$ cat config.mk
export PLATFORM = sky130hd
export DESIGN_NAME = blink_code_sched_flat
export DESIGN_NICKNAME = d
export VERILOG_FILES = /design/src/rtl/blink_code_sched_if.sv /design/src/rtl/blink_code_sched.sv /design/src/flat_wrapper.sv
export SDC_FILE = /design/constraint.sdc
export NUM_CORES = 1
export LEC_CHECK = 0
export ABC_AREA = 0
export CORE_MARGIN = 1.5
export CORE_UTILIZATION = 35
export DETAILED_ROUTE_END_ITERATION = 16
export SYNTH_ARGS = -nofsm -noshare
export SYNTH_HDL_FRONTEND = slang
export SYNTH_SLANG_ARGS = --single-unit
$ cat constraint.sdc
create_clock -name clk -period 3 [get_ports clk]
set_clock_uncertainty 0.05 [all_clocks]
set_input_delay 0.6 -clock clk [delete_from_list [all_inputs] [get_ports clk]]
set_output_delay 0.6 -clock clk [all_outputs]
set_load 0.01 [all_outputs]
$ cat src/rtl/blink_code_sched_if.sv
// rtl/blink_code_sched_if.sv - request/code inputs and blink/grant/status outputs of the blink code scheduler
interface blink_code_sched_if #(
    parameter int NUM_REQ = 4,
    parameter int CODE_W  = 4
);
    logic [NUM_REQ-1:0]        req;
    logic [NUM_REQ*CODE_W-1:0] code;
    logic                      led;
    logic [NUM_REQ-1:0]        grant;
    logic                      done;
    logic                      busy;
    logic [31:0]               codes_sent_cnt;

    modport master (
        output req, code,
        input  led, grant, done, busy, codes_sent_cnt
    );

    modport slave (
        input  req, code,
        output led, grant, done, busy, codes_sent_cnt
    );
endinterface

$ cat src/rtl/blink_code_sched.sv
// rtl/blink_code_sched.sv - non-preemptive blink code scheduler for a shared debug LED (option: BLINK_CODE_SCHED_STRICT_PRIO_EN selects fixed priority)
module blink_code_sched #(
    parameter int          NUM_REQ         = 4,
    parameter int          CODE_W          = 4,
    parameter logic [31:0] PULSE_LEN_COUNT = 32'h007A_1200,
    parameter logic [31:0] INTER_CODE_GAP  = 32'h00F4_2400
) (
    input logic               clk,
    input logic               rst,
    blink_code_sched_if.slave bus
);
    localparam int PTR_W = $clog2(NUM_REQ);

    typedef enum logic [1:0] {
        ST_IDLE = 2'd0,
        ST_ON   = 2'd1,
        ST_OFF  = 2'd2,
        ST_GAP  = 2'd3
    } state_t;

    state_t              state_q, state_d;
    logic                led_q, led_d;
    logic [NUM_REQ-1:0]  grant_q, grant_d;
    logic                done_q, done_d;
    logic                busy_q, busy_d;
    logic [31:0]         cnt_sent_q, cnt_sent_d;
    logic [31:0]         cyc_cnt_q, cyc_cnt_d;
    logic [CODE_W-1:0]   code_lat_q, code_lat_d;
    logic [CODE_W-1:0]   pulse_idx_q, pulse_idx_d;
    logic [CODE_W-1:0]   pulse_nxt;

    logic [NUM_REQ-1:0]  eligible;
    logic                any_elig;
    logic [PTR_W-1:0]    win_idx;
    logic [CODE_W-1:0]   win_code;

`ifndef BLINK_CODE_SCHED_STRICT_PRIO_EN
    logic [PTR_W-1:0]    rr_ptr_q, rr_ptr_d;
    logic [PTR_W-1:0]    win_lat_q, win_lat_d;
`endif

    // A requester with a zero code has nothing to show, so it is masked out.
    always_comb begin
        eligible = '0;
        for (int i = 0; i < NUM_REQ; i++) begin
            eligible[i] = bus.req[i] && (bus.code[i*CODE_W +: CODE_W] != '0);
        end
    end

    assign any_elig = |eligible;

`ifdef BLINK_CODE_SCHED_STRICT_PRIO_EN
    // Fixed priority: scan downward so the lowest eligible index is the last written.
    always_comb begin
        win_idx = '0;
        for (int i = NUM_REQ - 1; i >= 0; i--) begin
            if (eligible[i]) begin
                win_idx = PTR_W'(i);
            end
        end
    end
`else
    // Round-robin: first eligible requester at or after the pointer, wrapping.
    always_comb begin
        logic found;
        int   j;
        win_idx = '0;
        found   = 1'b0;
        for (int k = 0; k < NUM_REQ; k++) begin
            j = int'(rr_ptr_q) + k;
            if (j >= NUM_REQ) begin
                j = j - NUM_REQ;
            end
            if (!found && eligible[j]) begin
                win_idx = PTR_W'(j);
                found   = 1'b1;
            end
        end
    end
`endif

    assign win_code  = bus.code[win_idx*CODE_W +: CODE_W];
    assign pulse_nxt = pulse_idx_q + 1'b1;

    // Next-state and next-output logic; every output is registered below.
    always_comb begin
        state_d     = state_q;
        led_d       = led_q;
        grant_d     = grant_q;
        done_d      = 1'b0;
        busy_d      = busy_q;
        cnt_sent_d  = cnt_sent_q;
        cyc_cnt_d   = cyc_cnt_q + 32'd1;
        code_lat_d  = code_lat_q;
        pulse_idx_d = pulse_idx_q;
`ifndef BLINK_CODE_SCHED_STRICT_PRIO_EN
        rr_ptr_d    = rr_ptr_q;
        win_lat_d   = win_lat_q;
`endif
        case (state_q)
            ST_IDLE: begin
                cyc_cnt_d = '0;
                if (any_elig) begin
                    state_d     = ST_ON;
                    code_lat_d  = win_code;
                    grant_d     = NUM_REQ'(1) << win_idx;
                    busy_d      = 1'b1;
                    led_d       = 1'b1;
                    pulse_idx_d = '0;
`ifndef BLINK_CODE_SCHED_STRICT_PRIO_EN
                    win_lat_d   = win_idx;
`endif
                end
            end
            ST_ON: begin
                if (cyc_cnt_q == PULSE_LEN_COUNT - 32'd1) begin
                    cyc_cnt_d   = '0;
                    pulse_idx_d = pulse_nxt;
                    led_d       = 1'b0;
                    state_d     = (pulse_nxt == code_lat_q) ? ST_GAP : ST_OFF;
                end
            end
            ST_OFF: begin
                if (cyc_cnt_q == PULSE_LEN_COUNT - 32'd1) begin
                    cyc_cnt_d = '0;
                    led_d     = 1'b1;
                    state_d   = ST_ON;
                end
            end
            ST_GAP: begin
                if (cyc_cnt_q == INTER_CODE_GAP - 32'd1) begin
                    cyc_cnt_d  = '0;
                    grant_d    = '0;
                    busy_d     = 1'b0;
                    done_d     = 1'b1;
                    cnt_sent_d = cnt_sent_q + 32'd1;
                    state_d    = ST_IDLE;
`ifndef BLINK_CODE_SCHED_STRICT_PRIO_EN
                    if (win_lat_q == PTR_W'(NUM_REQ - 1)) begin
                        rr_ptr_d = '0;
                    end else begin
                        rr_ptr_d = win_lat_q + 1'b1;
                    end
`endif
                end
            end
            default: begin
                state_d = ST_IDLE;
            end
        endcase
    end

    // State and output registers; reset aborts any code in flight without a done pulse.
    always_ff @(posedge clk) begin
        if (rst) begin
            state_q     <= ST_IDLE;
            led_q       <= 1'b0;
            grant_q     <= '0;
            done_q      <= 1'b0;
            busy_q      <= 1'b0;
            cnt_sent_q  <= '0;
            cyc_cnt_q   <= '0;
            code_lat_q  <= '0;
            pulse_idx_q <= '0;
`ifndef BLINK_CODE_SCHED_STRICT_PRIO_EN
            rr_ptr_q    <= '0;
            win_lat_q   <= '0;
`endif
        end else begin
            state_q     <= state_d;
            led_q       <= led_d;
            grant_q     <= grant_d;
            done_q      <= done_d;
            busy_q      <= busy_d;
            if (state_q == ST_GAP && done_d) begin
                cnt_sent_q <= cnt_sent_d;
            end
            cyc_cnt_q   <= cyc_cnt_d;
            code_lat_q  <= code_lat_d;
            pulse_idx_q <= pulse_idx_d;
`ifndef BLINK_CODE_SCHED_STRICT_PRIO_EN
            rr_ptr_q    <= rr_ptr_d;
            win_lat_q   <= win_lat_d;
`endif
        end
    end

    assign bus.led            = led_q;
    assign bus.grant          = grant_q;
    assign bus.done           = done_q;
    assign bus.busy           = busy_q;
    assign bus.codes_sent_cnt = cnt_sent_q;

endmodule

$ cat src/flat_wrapper.sv
// flat-port wrapper written by rule: the top's interface ports become plain ports
module blink_code_sched_flat 
#(
    parameter int          NUM_REQ         = 4,
    parameter int          CODE_W          = 4,
    parameter logic [31:0] PULSE_LEN_COUNT = 32'h007A_1200,
    parameter logic [31:0] INTER_CODE_GAP  = 32'h00F4_2400
)
  (clk, rst, bus_req, bus_code, bus_led, bus_grant, bus_done, bus_busy, bus_codes_sent_cnt);
  blink_code_sched_if #(.NUM_REQ(NUM_REQ), .CODE_W(CODE_W)) bus_i ();
  input logic clk;
  input logic rst;
  input wire logic [$bits(bus_i.req)-1:0] bus_req;
  input wire logic [$bits(bus_i.code)-1:0] bus_code;
  output wire logic [$bits(bus_i.led)-1:0] bus_led;
  output wire logic [$bits(bus_i.grant)-1:0] bus_grant;
  output wire logic [$bits(bus_i.done)-1:0] bus_done;
  output wire logic [$bits(bus_i.busy)-1:0] bus_busy;
  output wire logic [$bits(bus_i.codes_sent_cnt)-1:0] bus_codes_sent_cnt;
  assign bus_i.req = bus_req;
  assign bus_i.code = bus_code;
  assign bus_led = bus_i.led;
  assign bus_grant = bus_i.grant;
  assign bus_done = bus_i.done;
  assign bus_busy = bus_i.busy;
  assign bus_codes_sent_cnt = bus_i.codes_sent_cnt;
  blink_code_sched #(.NUM_REQ(NUM_REQ), .CODE_W(CODE_W), .PULSE_LEN_COUNT(PULSE_LEN_COUNT), .INTER_CODE_GAP(INTER_CODE_GAP)) u_core (.clk(clk), .rst(rst), .bus(bus_i));
endmodule
=== Word level (Yosys, flattened, before mapping) ===
Cells that the tools add are included.

* Add/subtract/negate cells: 11
* Mux-type cells: 47
* Shift operators: 2
* Reduce and logical (&&, ||, !) cells: 28
* Magnitude comparators: 8
* Equality and inequality tests: 11

{| class="wikitable"
|+ Operator list
! kind !! count
|-
| $mux W32 || 6
|-
| $lt A32 B4 Y1 const B || 4
|-
| $ge A32 B4 Y1 const B || 3
|-
| $pmux W32 S3 || 1
|-
| $sub A32 B4 Y32 const B || 3
|-
| $add A32 B1 Y32 const B || 2
|-
| $eq A32 B23 Y1 const B || 1
|-
| $eq A32 B24 Y1 const B || 1
|-
| $mux W1 || 18
|-
| $mux W2 || 9
|-
| $mux W4 || 4
|-
| $pmux W4 S2 || 2
|-
| $reduce_bool A4 Y1 || 4
|-
| $shiftx A16 B5 Y4 || 1
|-
| $reduce_and A3 Y1 || 3
|-
| $bmux W1 S2 || 4
|-
| $logic_and A1 B1 Y1 || 8
|-
| $ne A2 B1 Y1 const B || 4
|-
| $pmux W2 S4 || 1
|-
| $reduce_and A4 Y1 || 2
|-
| $add A2 B2 Y3 const B || 2
|-
| $eq A2 B2 Y1 const B || 3
|-
| $add A4 B1 Y4 const B || 1
|-
| $eq A4 B4 Y1 || 1
|-
| 15 further kinds || 19
|}

* Input bits: 22
* Flip-flop bits (word level): 85
* Word-level logic and storage cells: 118
* Output and inout bits: 39

=== Longest topological paths before layout ===
* Word-level depth: 18
* Depth in mapped cells: 8
* Mapped depth without buffers: 7

=== Worst setup path before layout ===
Ideal clock, no wire load.

* Path type: input port to flip-flop
* From: input bus_code[4]
* To: register u_core.grant_q[3], in the netlist u_core.bus.grant[3]
* Setup slack: 0.620 ns
* Setup time: 0.070 ns
* Buffers on the path: 0
* Stages on the path: 5
* Arrival time: 2.260 ns
* Required time: 2.880 ns
* Cells stage by stage: or4_1 a222oi_1 o21ai_2 or4_1 a21oi_1

* Cells in the longest elaborated chain, start to end: 18
* Elaborated cells on any way between the ends: 33
* Classes of those cells: eq/ne: 1; shift: 1; mux: 21; reduce/logical: 10

{| class="wikitable"
|+ RTL lines
! item !! RTL line !! source
|-
| from (decl) || flat_wrapper.sv:14 || <nowiki>input wire logic [$bits(bus_i.code)-1:0] bus_code;</nowiki>
|-
| $reduce_bool A4 Y1 * || blink_code_sched.sv:46 || <nowiki>eligible[i] = bus.req[i] && (bus.code[i*CODE_W +: CODE_W] != '0);</nowiki>
|-
| $logic_and A1 B1 Y1 * || blink_code_sched.sv:46 ||
|-
| $bmux W1 S2 || blink_code_sched.sv:74 || <nowiki>if (!found && eligible[j]) begin</nowiki>
|-
| $mux W1 (implied by the code) (2 in a row) || blink_code_sched.sv:74 ||
|-
| $mux W1 || blink_code_sched.sv:74 ||
|-
| $logic_not A1 Y1 || blink_code_sched.sv:74 ||
|-
| $logic_and A1 B1 Y1 || blink_code_sched.sv:74 ||
|-
| $mux W1 || blink_code_sched.sv:74 ||
|-
| $logic_not A1 Y1 || blink_code_sched.sv:74 ||
|-
| $logic_and A1 B1 Y1 || blink_code_sched.sv:74 ||
|-
| $mux W1 || blink_code_sched.sv:74 ||
|-
| $logic_not A1 Y1 || blink_code_sched.sv:74 ||
|-
| $logic_and A1 B1 Y1 || blink_code_sched.sv:74 ||
|-
| $mux W2 || blink_code_sched.sv:74 ||
|-
| $shl A1 B2 Y4 || blink_code_sched.sv:106 || <nowiki>grant_d = NUM_REQ'(1) << win_idx;</nowiki>
|-
| $mux W4 || blink_code_sched.sv:103 || <nowiki>if (any_elig) begin</nowiki>
|-
| $pmux W4 S2 || blink_code_sched.sv:100 || <nowiki>case (state_q)</nowiki>
|-
| to (signal assigned) || blink_code_sched.sv:172 || <nowiki>grant_q <= grant_d;</nowiki>
|-
| to (decl) || blink_code_sched.sv:23 || <nowiki>logic [NUM_REQ-1:0] grant_q, grant_d;</nowiki>
|}

Mark *: on every way between the ends. The rest lies on a longest branch, timed or not. The select of a mux whose other input is x is not followed.
A chain may end at the register's enable or synchronous reset.

=== Worst setup path in the final report ===
Ends and elaborated chain as after synthesis.

==> results.json <==
{
  "critPathArrivalTime_ns": 2.84,
  "swShare_pct": 28.20,
  "ios": 61,
  "yosysSeqAreaShare_pct": 40.60,
  "hold_class": "register to register",
  "syn_inst": 507,
  "port_buffers": 60,
  "cts_repair_resize_count": 0,
  "cts_max_path_buffers": 2,
  "track_usage_pct": 15.97,
  "cp_slowest_cell": "or4_1",
  "violations": "DRC",
  "required_ns": 3.21,
  "drt-pass1-iter-count": 13,
  "final_cells": 719,
  "ctsHtreeMaxLevel": 3,
  "initial_core_util_pct": 36.24,
  "route.vias.total": 3732,
  "n_antenna_cell": 0,
  "grt_first_pass_wirelength_um": 16750,
  "path_common_cell": "or4_1",
  "finalSetupViolations": 0,
  "intPower_w": 0.002073,
  "overflow": 0,
  "fin_crit_sh_pct": 87.64,
  "place.gp.congestion": 0.8637,
  "grt_pass1_vias": 3657,
  "wl_per_cell_um": 13.28,
  "critPathBufInv": 1,
  "max_slew_margin_pct": 59.28,
  "slew_viol_final": 0,
  "tns_ns": 0,
  "p_seq_share_pct": 42.4,
  "powerDensity_mw_per_mm2": 546.5,
  "nFillCells": 1150,
  "path_class": "primary input to register",
  "cts_tree": "yes",
  "ys_async_sr_fraction_pct": 0,
  "synthesis.nets": 538,
  "netlist-cell-type-count": 52,
  "viasPerCell": 5.191,
  "power_w": 0.002887,
  "fmax_mhz": 380.3,
  "power.leakage_nw": 1.733,
  "postCtsHoldBufs": 0,
  "die_w_um": 112.4,
  "clkTransAtPathRegs_ns": 0.07,
  "path_max_fanout": 4,
  "drc_errors": 6,
  "ir_worst_vdd_mv": 0.3049,
  "die_h_um": 112.4,
  "crit_path_start_kind": "primary input",
  "post_cts_buffers": 0,
  "path_cells": "clkdlybuf4s50_1 -> or4_1 -> a222oi_1 -> o21ai_2 -> or4_1 -> a21oi_1",
  "pwr-share-comb_pct": 18.2,
  "syn_area_mm2": 0.004192,
  "final_common_cell": "nor2_1",
  "rsz0062_at_grt": "false",
  "yosys.area.top_type": "dfxtp_1",
  "root_buffer": "clkbuf_16",
  "clock-sinks": 85,
  "dieArea_mm2": 0.01264,
  "fin_nets": 602,
  "grt_max_degree": 33,
  "regArea_mm2": 0.001702,
  "numCtsBuffers": 9,
  "hpwl_um": 6940,
  "outcome": "complete, but fails checks",
  "dp_cells": 703,
  "mostFrequentLayoutCells": "nor2_1, dfxtp_1, clkdlybuf4s50_1",
  "synth_area_leaders": "dfxtp_1, nor2_1, xnor2_1",
  "cpLargestDelayFamily": "simple AND/OR/NAND/NOR gates",
  "min_period_ns": 2.629,
  "tightest_slew_ns": 0.6061,
  "area_growth_pct": 26.03,
  "clkPwrFrac_pct": 39.4,
  "antenna_found_initial": 0,
  "synth_top_cell_area_share_pct": 40.60,
  "ys_ff_latch": 85,
  "drt-initial-drc-count": 204,
  "hold_viol": 0,
  "p_sw_w": 0.0008141,
  "synth_edf_count": 0,
  "synth_ff_type": "dfxtp_1",
  "multi_input_area_mm2": 0.002344,
  "syn_avg_cell_area_um2": 8.267,
  "whs_ns": 0.4094,
  "max_cap_violations": 0,
  "ant_nets": 0,
  "core_mm2": 0.01156,
  "endpoint_kind": "register",
  "final_core_util_pct": 45.68,
  "routed_wl_um": 9551,
  "yosysWarnings": 0,
  "insertion_delay_ns": 0.34,
  "max_stage_delay_ns": 0.54,
  "rows": 39,
  "drive_above_1_share_pct": 6.597
}
-- Yosys cell counts, drive strengths merged, types with 4 or more instances --
cell / n
dfxtp: 85
and3: 6
o41ai: 4
nor4: 14
mux2i: 6
a21oi: 14
nand3: 34
or4: 4
or3: 5
a32o: 4
nor3: 18
nand2: 41
ha: 9
nor2b: 8
o22ai: 4
xnor2: 39
nor2: 91
buf: 4
and4: 4
xor2: 22
inv: 18
nand4: 19
o21ai: 9
clkbuf: 15
-- stage by stage --
| step | setup slack [ns] | area, µm² |
|---|---|---|
| detailed placement | 0.04941 | 4977 |
| CTS | 0.3882 | 5283 |
| global route | 0.2331 | 5283 |
| finish | 0.3707 | 5283 |
| floorplan | 0.6200 | 4192 |
| global placement | 0.09426 | 4977 |
-- power by group through the flow --
stage	Clock [W]	Combinational, W	Sequential (W)
after floorplan	0	0.000351	0.00125
after global placement	0	0.000523	0.00125
after detailed placement	0	0.000528	0.00125
after CTS	0.00117	0.000532	0.00122
after global routing	0.00122	0.000593	0.00123
final	0.00114	0.000527	0.00122
-- registers in the layout, indices dropped and copies added (netlist names) --
name                       cells
u_core.bus.busy                1
u_core.bus.grant               4
u_core.code_lat_q              4
u_core.bus.led                 1
u_core.rr_ptr_q                2
u_core.bus.codes_sent_cnt     32
u_core.win_lat_q               2
u_core.pulse_idx_q             4
u_core.cyc_cnt_q              32
u_core.state_q                 2
u_core.bus.done                1
-- tightest hold or removal path, cell delays in order, from the launching register on --
cell and delay (ns):
dfxtp_1 0.31, nand2_1 0.05, a21oi_1 0.05
-- layout make-up --
class,count,share of cell area [%]
clock buffers,9,4.263
multi-input cells,385,44.36
clock inverters,7,1.516
flip-flops and latches,85,32.21
inverters,18,1.279
well taps,143,3.387
repair buffers,72,12.98
-- per-layer routing --
layer / routed length, µm / track usage (%)
met5: 0 / 0
met4: 128 / 5.401
met3: 339 / 3.024
met2: 4644 / 27.73
met1: 4438 / 19.95
-- cells by family after synthesis --
logic type / count (synthesis) / share of synthesized area, %
xor+xnor: 61 / 12.75
compound gates: 54 / 9.403
flops: 85 / 40.60
simple gates: 255 / 29.64
mux: 6 / 1.433
fa+ha+maj: 9 / 2.687
buf+inv: 37 / 3.492
-- final timing paths --
check                       from              endpoint  slack [ns]  cells past startpoint
max                  bus_code[4]   u_core.bus.grant[3]        0.37                      6
min              u_core.bus.busy       u_core.bus.busy        0.41                      2
max reg2reg  u_core.cyc_cnt_q[0]  u_core.cyc_cnt_q[15]        0.45                      8
min reg2reg      u_core.bus.busy       u_core.bus.busy        0.41                      2
Power figures use the tool's default switching activity.
